--- src/rtl/oam_dma_ctrl.sv ---
// Sprite (OAM) DMA controller: a CPU write to DMA_REG halts the core and copies one
// 256-byte page to OAM_PORT as read/write pairs aligned to the get/put parity.
module oam_dma_ctrl #(
  parameter logic [15:0] DMA_REG  = 16'h4014,
  parameter logic [15:0] OAM_PORT = 16'h2004
) (
  input  logic        CLK,
  input  logic        n_RES,
  input  logic [15:0] cpu_addr,
  input  logic        cpu_rw,
  input  logic [7:0]  cpu_dout,
  input  logic [7:0]  data_in,
  output logic        RDY,
  output logic        bus_sel,
  output logic [15:0] dma_addr,
  output logic        dma_rw,
  output logic [7:0]  dma_dout,
  output logic        dma_active
);

  localparam int unsigned ADDR_W = 16;
  localparam int unsigned BYTE_W = 8;

  typedef enum logic [2:0] {
    S_IDLE,
    S_HALT,
    S_ALIGN,
    S_READ,
    S_WRITE
  } state_t;

  state_t              r_state;
  logic                r_odd;
  logic [BYTE_W-1:0]   r_idx;
  logic [BYTE_W-1:0]   r_page;
  logic [BYTE_W-1:0]   r_latch;
  logic                r_rdy;
  logic                r_bus_sel;
  logic [ADDR_W-1:0]   r_dma_addr;
  logic                r_dma_rw;
  logic [BYTE_W-1:0]   r_dma_dout;
  logic                r_dma_active;

  state_t              w_state_d;
  logic [BYTE_W-1:0]   w_idx_d;
  logic [BYTE_W-1:0]   w_page_d;
  logic [BYTE_W-1:0]   w_latch_d;
  logic                w_rdy_d;
  logic                w_bus_sel_d;
  logic [ADDR_W-1:0]   w_dma_addr_d;
  logic                w_dma_rw_d;
  logic [BYTE_W-1:0]   w_dma_dout_d;
  logic                w_dma_active_d;

  // Next-state logic; outputs are decoded from the next state so they register as Moore outputs.
  always_comb begin
    w_state_d = r_state;
    w_idx_d   = r_idx;
    w_page_d  = r_page;
    w_latch_d = r_latch;

    unique case (r_state)
      S_IDLE: begin
        if (!cpu_rw && (cpu_addr == DMA_REG)) begin
          w_state_d = S_HALT;
          w_page_d  = cpu_dout;
          w_idx_d   = '0;
        end
      end
      S_HALT: begin
        if (cpu_rw) begin
          w_state_d = r_odd ? S_READ : S_ALIGN;
        end
      end
      S_ALIGN: w_state_d = S_READ;
      S_READ: begin
        w_latch_d = data_in;
        w_state_d = S_WRITE;
      end
      S_WRITE: begin
        w_idx_d   = r_idx + BYTE_W'(1);
        w_state_d = (r_idx == 8'hFF) ? S_IDLE : S_READ;
      end
      default: w_state_d = S_IDLE;
    endcase

    w_rdy_d        = (w_state_d == S_IDLE);
    w_dma_active_d = (w_state_d != S_IDLE);
    w_bus_sel_d    = (w_state_d == S_READ) || (w_state_d == S_WRITE);
    w_dma_rw_d     = (w_state_d != S_WRITE);
    w_dma_addr_d   = '0;
    w_dma_dout_d   = '0;
    if (w_state_d == S_READ) begin
      w_dma_addr_d = {w_page_d, w_idx_d};
    end else if (w_state_d == S_WRITE) begin
      w_dma_addr_d = OAM_PORT;
      w_dma_dout_d = w_latch_d;
    end
  end

  always_ff @(posedge CLK or negedge n_RES) begin
    if (!n_RES) begin
      r_state      <= S_IDLE;
      r_odd        <= 1'b0;
      r_idx        <= '0;
      r_page       <= '0;
      r_latch      <= '0;
      r_rdy        <= 1'b1;
      r_bus_sel    <= 1'b0;
      r_dma_addr   <= '0;
      r_dma_rw     <= 1'b1;
      r_dma_dout   <= '0;
      r_dma_active <= 1'b0;
    end else begin
      r_state      <= w_state_d;
      r_odd        <= ~r_odd;
      r_idx        <= w_idx_d;
      r_page       <= w_page_d;
      r_latch      <= w_latch_d;
      r_rdy        <= w_rdy_d;
      r_bus_sel    <= w_bus_sel_d;
      r_dma_addr   <= w_dma_addr_d;
      r_dma_rw     <= w_dma_rw_d;
      r_dma_dout   <= w_dma_dout_d;
      r_dma_active <= w_dma_active_d;
    end
  end

  assign RDY        = r_rdy;
  assign bus_sel    = r_bus_sel;
  assign dma_addr   = r_dma_addr;
  assign dma_rw     = r_dma_rw;
  assign dma_dout   = r_dma_dout;
  assign dma_active = r_dma_active;

endmodule
--- config.mk ---
export PLATFORM = sky130hd
export DESIGN_NAME = oam_dma_ctrl
export DESIGN_NICKNAME = d
export VERILOG_FILES = /design/src/rtl/oam_dma_ctrl.sv
export SDC_FILE = /design/constraint.sdc
export NUM_CORES = 1
export LEC_CHECK = 0
export BUFFER_PORTS_ARGS = -buffer_cell sky130_fd_sc_hd__buf_2
export CORE_MARGIN = 8
export CORE_UTILIZATION = 54
export CTS_CLUSTER_DIAMETER = 40
export DETAILED_ROUTE_END_ITERATION = 7
export PLACE_DENSITY = 0.84
export SYNTH_ARGS = -nofsm -noshare
export SYNTH_HDL_FRONTEND = slang
export SYNTH_SLANG_ARGS = --single-unit
--- constraint.sdc ---
create_clock -name CLK -period 2.8 [get_ports CLK]
set_clock_uncertainty 0.15 [all_clocks]
set_input_delay 0.42 -clock CLK [delete_from_list [all_inputs] [get_ports CLK]]
set_output_delay 0.42 -clock CLK [all_outputs]
set_load 0.01 [all_outputs]
==> run summary <==
Once layout is complete, the cells apart from fillers number 292. For this block, the via count after detailed routing is 1578. The run gives 1661 as the number of global-route vias before repair. Worst setup slack before clock tree synthesis: 0.560 ns. Of the total power, the share spent switching nets is 33.3%. Buffers placed on the I/O ports in this run total 62.

Sequential elements use 58.9% of the synthesized area. The number of nets handed over by synthesis was 219. The HPWL after detailed placement was 3340 microns; the proportion of synthesized flip-flops having asynchronous set or reset was 100%.

The average vias per placed instance is 5.40. Kind of start point of the critical path: a flip-flop. At the later pin of the worst-skew pair, clock insertion delay measures 0.30 ns. Data on the critical path is required at its endpoint by 2.84 ns. The tools report the kind of end point of the critical path as a flip-flop. In this run the deepest clock path goes through 2 buffers. The area growth from synthesis to layout was 20.5%. The total grt overflow was 0.

The die is 77.5 microns tall. Across the VDD grid, the largest voltage drop is 0.666 mV. The sequential share of power is 46.5%, and the static power due to leakage is 1.33 nW.

The average detailed-routed wire length per instance was 15.1 microns; the ratio of total power to cell area was 790 mW/mm^2. After technology mapping, the gate count stands at 183. After the first detailed-routing iteration, the DRC count stood at 116. The largest fanout on the critical path was 19; the number of gates resized after cts was 0.

The tools report the core area as 0.00366 sq mm. The top-area cell type share of the netlist area came out at 56.4%. Clock root buffer master: clkbuf_8.

Adding up every negative setup slack in the final design gives 0 ns. Counting flops with a built-in enable in the synthesized netlist gives 0. Once placement finished, the instance area stood at 0.00235 sq mm. The net count of the finished layout is 279. For the worst setup path, the data arrival time is 2.09 ns. Clock tree synthesis found a total of 48 sinks. The die covers 0.00601 sq mm. The flow ran to the end, and the final reports show no timing, DRC or antenna violations. The run gives 0.130 ns as the worst hold-check slack. For this run, the leading register cell type out of synthesis is dfrtp_1. Derived from the worst setup path, the maximum achievable clock frequency is 0.488 GHz. The logs give 55.8% for the effective utilization at floorplan and 0 for the quantity of hold-fixing buffers added after cts.

Number of endpoints with negative hold slack in the final report: 0. The tools report the max-slew headroom at the worst pin as 33.9%. The internal portion of the total power is 1.30 mW.

The final core utilization came out at 67.2%. The H-tree depth was 2; the chip width was 77.5 microns. Before antenna repair, the detailed router went through 4 iterations.

For the pin with the worst max-slew slack, the measured transition is 0.991 ns. Setup violations remaining at the end of the flow were counted as 0. The tools report the reported net switching power as 648 uW.

The clock network accounts for 24.7% of the total power. Final period utilization: 73.1%. Yosys instantiated no cell more often than dfrtp_1.

TritonCTS built the clock tree. By startpoint and endpoint, the worst setup path is classified as flip-flop to flip-flop. Max-cap violations in this run came to 0.

The TritonCTS buffer count is 5, and the flop-to-flop setup slack is 0.75 ns. Across every metal layer, demand over resource in global routing totals 15.5%. The remaining antenna violation count after routing was 0. The initial antenna violation count is 0.

Combinational logic is responsible for 28.8% of the overall power. Setup repair after global routing left no endpoint under its margin. The run gives 22 as the row count.

The synthesized design contains 48 register bits. The tools report the unique cell type count in the Yosys netlist as 38. Setup slack on the critical path of the routed design comes to 0.753 ns. For the count of unresolved DRC violations after routing, the log shows 0.

During I/O placement, the number of pins put on the boundary was 63. Yosys attributes the largest share of cell area to dfrtp_1 56%, nand2_1 3.9%, and3_1 3.7%. The synthesized netlist occupies a cell area of 0.00204 sq mm.

The class of the tightest hold or removal check was input port to async pin. The routed design has 4400 microns of wire. Post-CTS timing repair inserted 0 buffers for setup.

The logs give 0.766 for the routability-driven placement congestion ratio and 0 for the synthesis warning total. Entering global routing, the biggest net connects 49 pins. The tools report the number of cells in the design after placement as 284. Counting instances in the post-synthesis netlist gives the leading cell types as 46 x dfrtp_1, 21 x nand2_1, 12 x and3_1. After layout, the minimum clock period comes to 2.05 ns. The first global-routing pass estimated 7620 microns of wire.

After clock tree synthesis, the clock-pin slew on the worst setup and hold paths is 0.09 ns. Synthesized area per cell: 11.2 sq um. The finished cells cover 0.00246 sq mm. The final antenna diode count came out at 0.

The tools report the count of final max-slew check failures as 0. Summed over all instances, the cell type with the most area after synthesis is dfrtp_1. In the final layout, the share of cells above drive strength 1 is 35.7%. Summing internal, switching and leakage power gives 1.94 mW.
[power groups by stage]
stage / Clock, mW / Sequential (mW) / Combinational [mW]
after CTS: 0.487 / 0.906 / 0.562
after detailed placement: 0 / 0.914 / 0.561
after floorplan: 0 / 0.897 / 0.412
final: 0.480 / 0.904 / 0.560
after global placement: 0 / 0.914 / 0.543
after global routing: 0.528 / 0.924 / 0.626
[worst paths after layout]
kind	start	endpoint	cells past startpoint
worst max-delay path	r_state[1]	dma_addr[2]	5
worst min-delay path	n_RES	dma_addr[14]	1
worst max register to register	r_state[1]	dma_addr[2]	5
worst min register to register	r_odd	r_odd	1
max in group asynchronous	n_RES	dma_dout[2]	1
min in group CLK	cpu_dout[5]	r_page[5]	2
[kinds of logic after synthesis]
| logic type | count (synthesis) | synth area share, % |
|---|---|---|
| flops | 48 | 58.9 |
| xor+xnor | 4 | 1.72 |
| buf+inv | 14 | 4.35 |
| compound gates | 30 | 8.52 |
| fa+ha+maj | 1 | 0.613 |
| mux | 3 | 1.65 |
| simple gates | 83 | 24.2 |
[worst max-delay path: stages (launching register included)]
cell and delay [ns]:
dfrtp_1 0.59, nor3b_2 0.39, o31a_1 0.29, nor3_4 0.06
buf_4 0.21, o31ai_1 0.24
[state kept, by name, indices dropped and copies added (netlist names)]
name and flops:
dma_rw 1, dma_dout 8, dma_active 1, r_odd 1
r_idx 8, r_state 3, dma_addr 16, r_page 8
bus_sel 1, RDY 1
[metal layers]
| layer | global-route usage (%) | wire length, microns |
|---|---|---|
| met2 | 27.2 | 2300 |
| met4 | 5.66 | 64 |
| met1 | 17.5 | 1760 |
| met5 | 0 | 0 |
| met3 | 4.49 | 273 |
[final cells by class]
| cell class | instances | area [sq um] |
|---|---|---|
| Clock buffer | 6 | 72.6 |
| Clock inverter | 2 | 35.0 |
| Fill cell | 303 | 1200 |
| Inverter | 2 | 7.51 |
| Sequential cell | 48 | 1200 |
| Timing Repair Buffer | 65 | 333 |
| Tap cell | 48 | 60.1 |
| Multi-Input combinational cell | 121 | 749 |
[placed cells by master, fill, tap and decap left out]
cell / instances
buf_2: 62
dfrtp_1: 46
nand2_1: 21
and3_1: 12
a21oi_1: 11
nand3_1: 9
o21ai_0: 9
nand4_1: 8
nor3_1: 7
nor2_1: 7
clkbuf_8: 5
and2b_1: 4
a22oi_1: 4
nor4_2: 3
xnor2_1: 3
buf_4: 3
dfstp_2: 2
nor3b_1: 2
o21ai_1: 2
inv_1: 2
o31a_1: 2
mux2_2: 2
nor2b_1: 1
nor4b_2: 1
and2_1: 1
mux2_1: 1
or3b_4: 1
nor3b_2: 1
nand2b_1: 1
nor3_4: 1
nor3_2: 1
or4_4: 1
a21oi_2: 1
or2_2: 1
xor2_1: 1
o31ai_1: 1
ha_1: 1
clkbuf_1: 1
clkinv_2: 1
bufinv_16: 1
No activity file was read; power rests on OpenSTA's default activity.
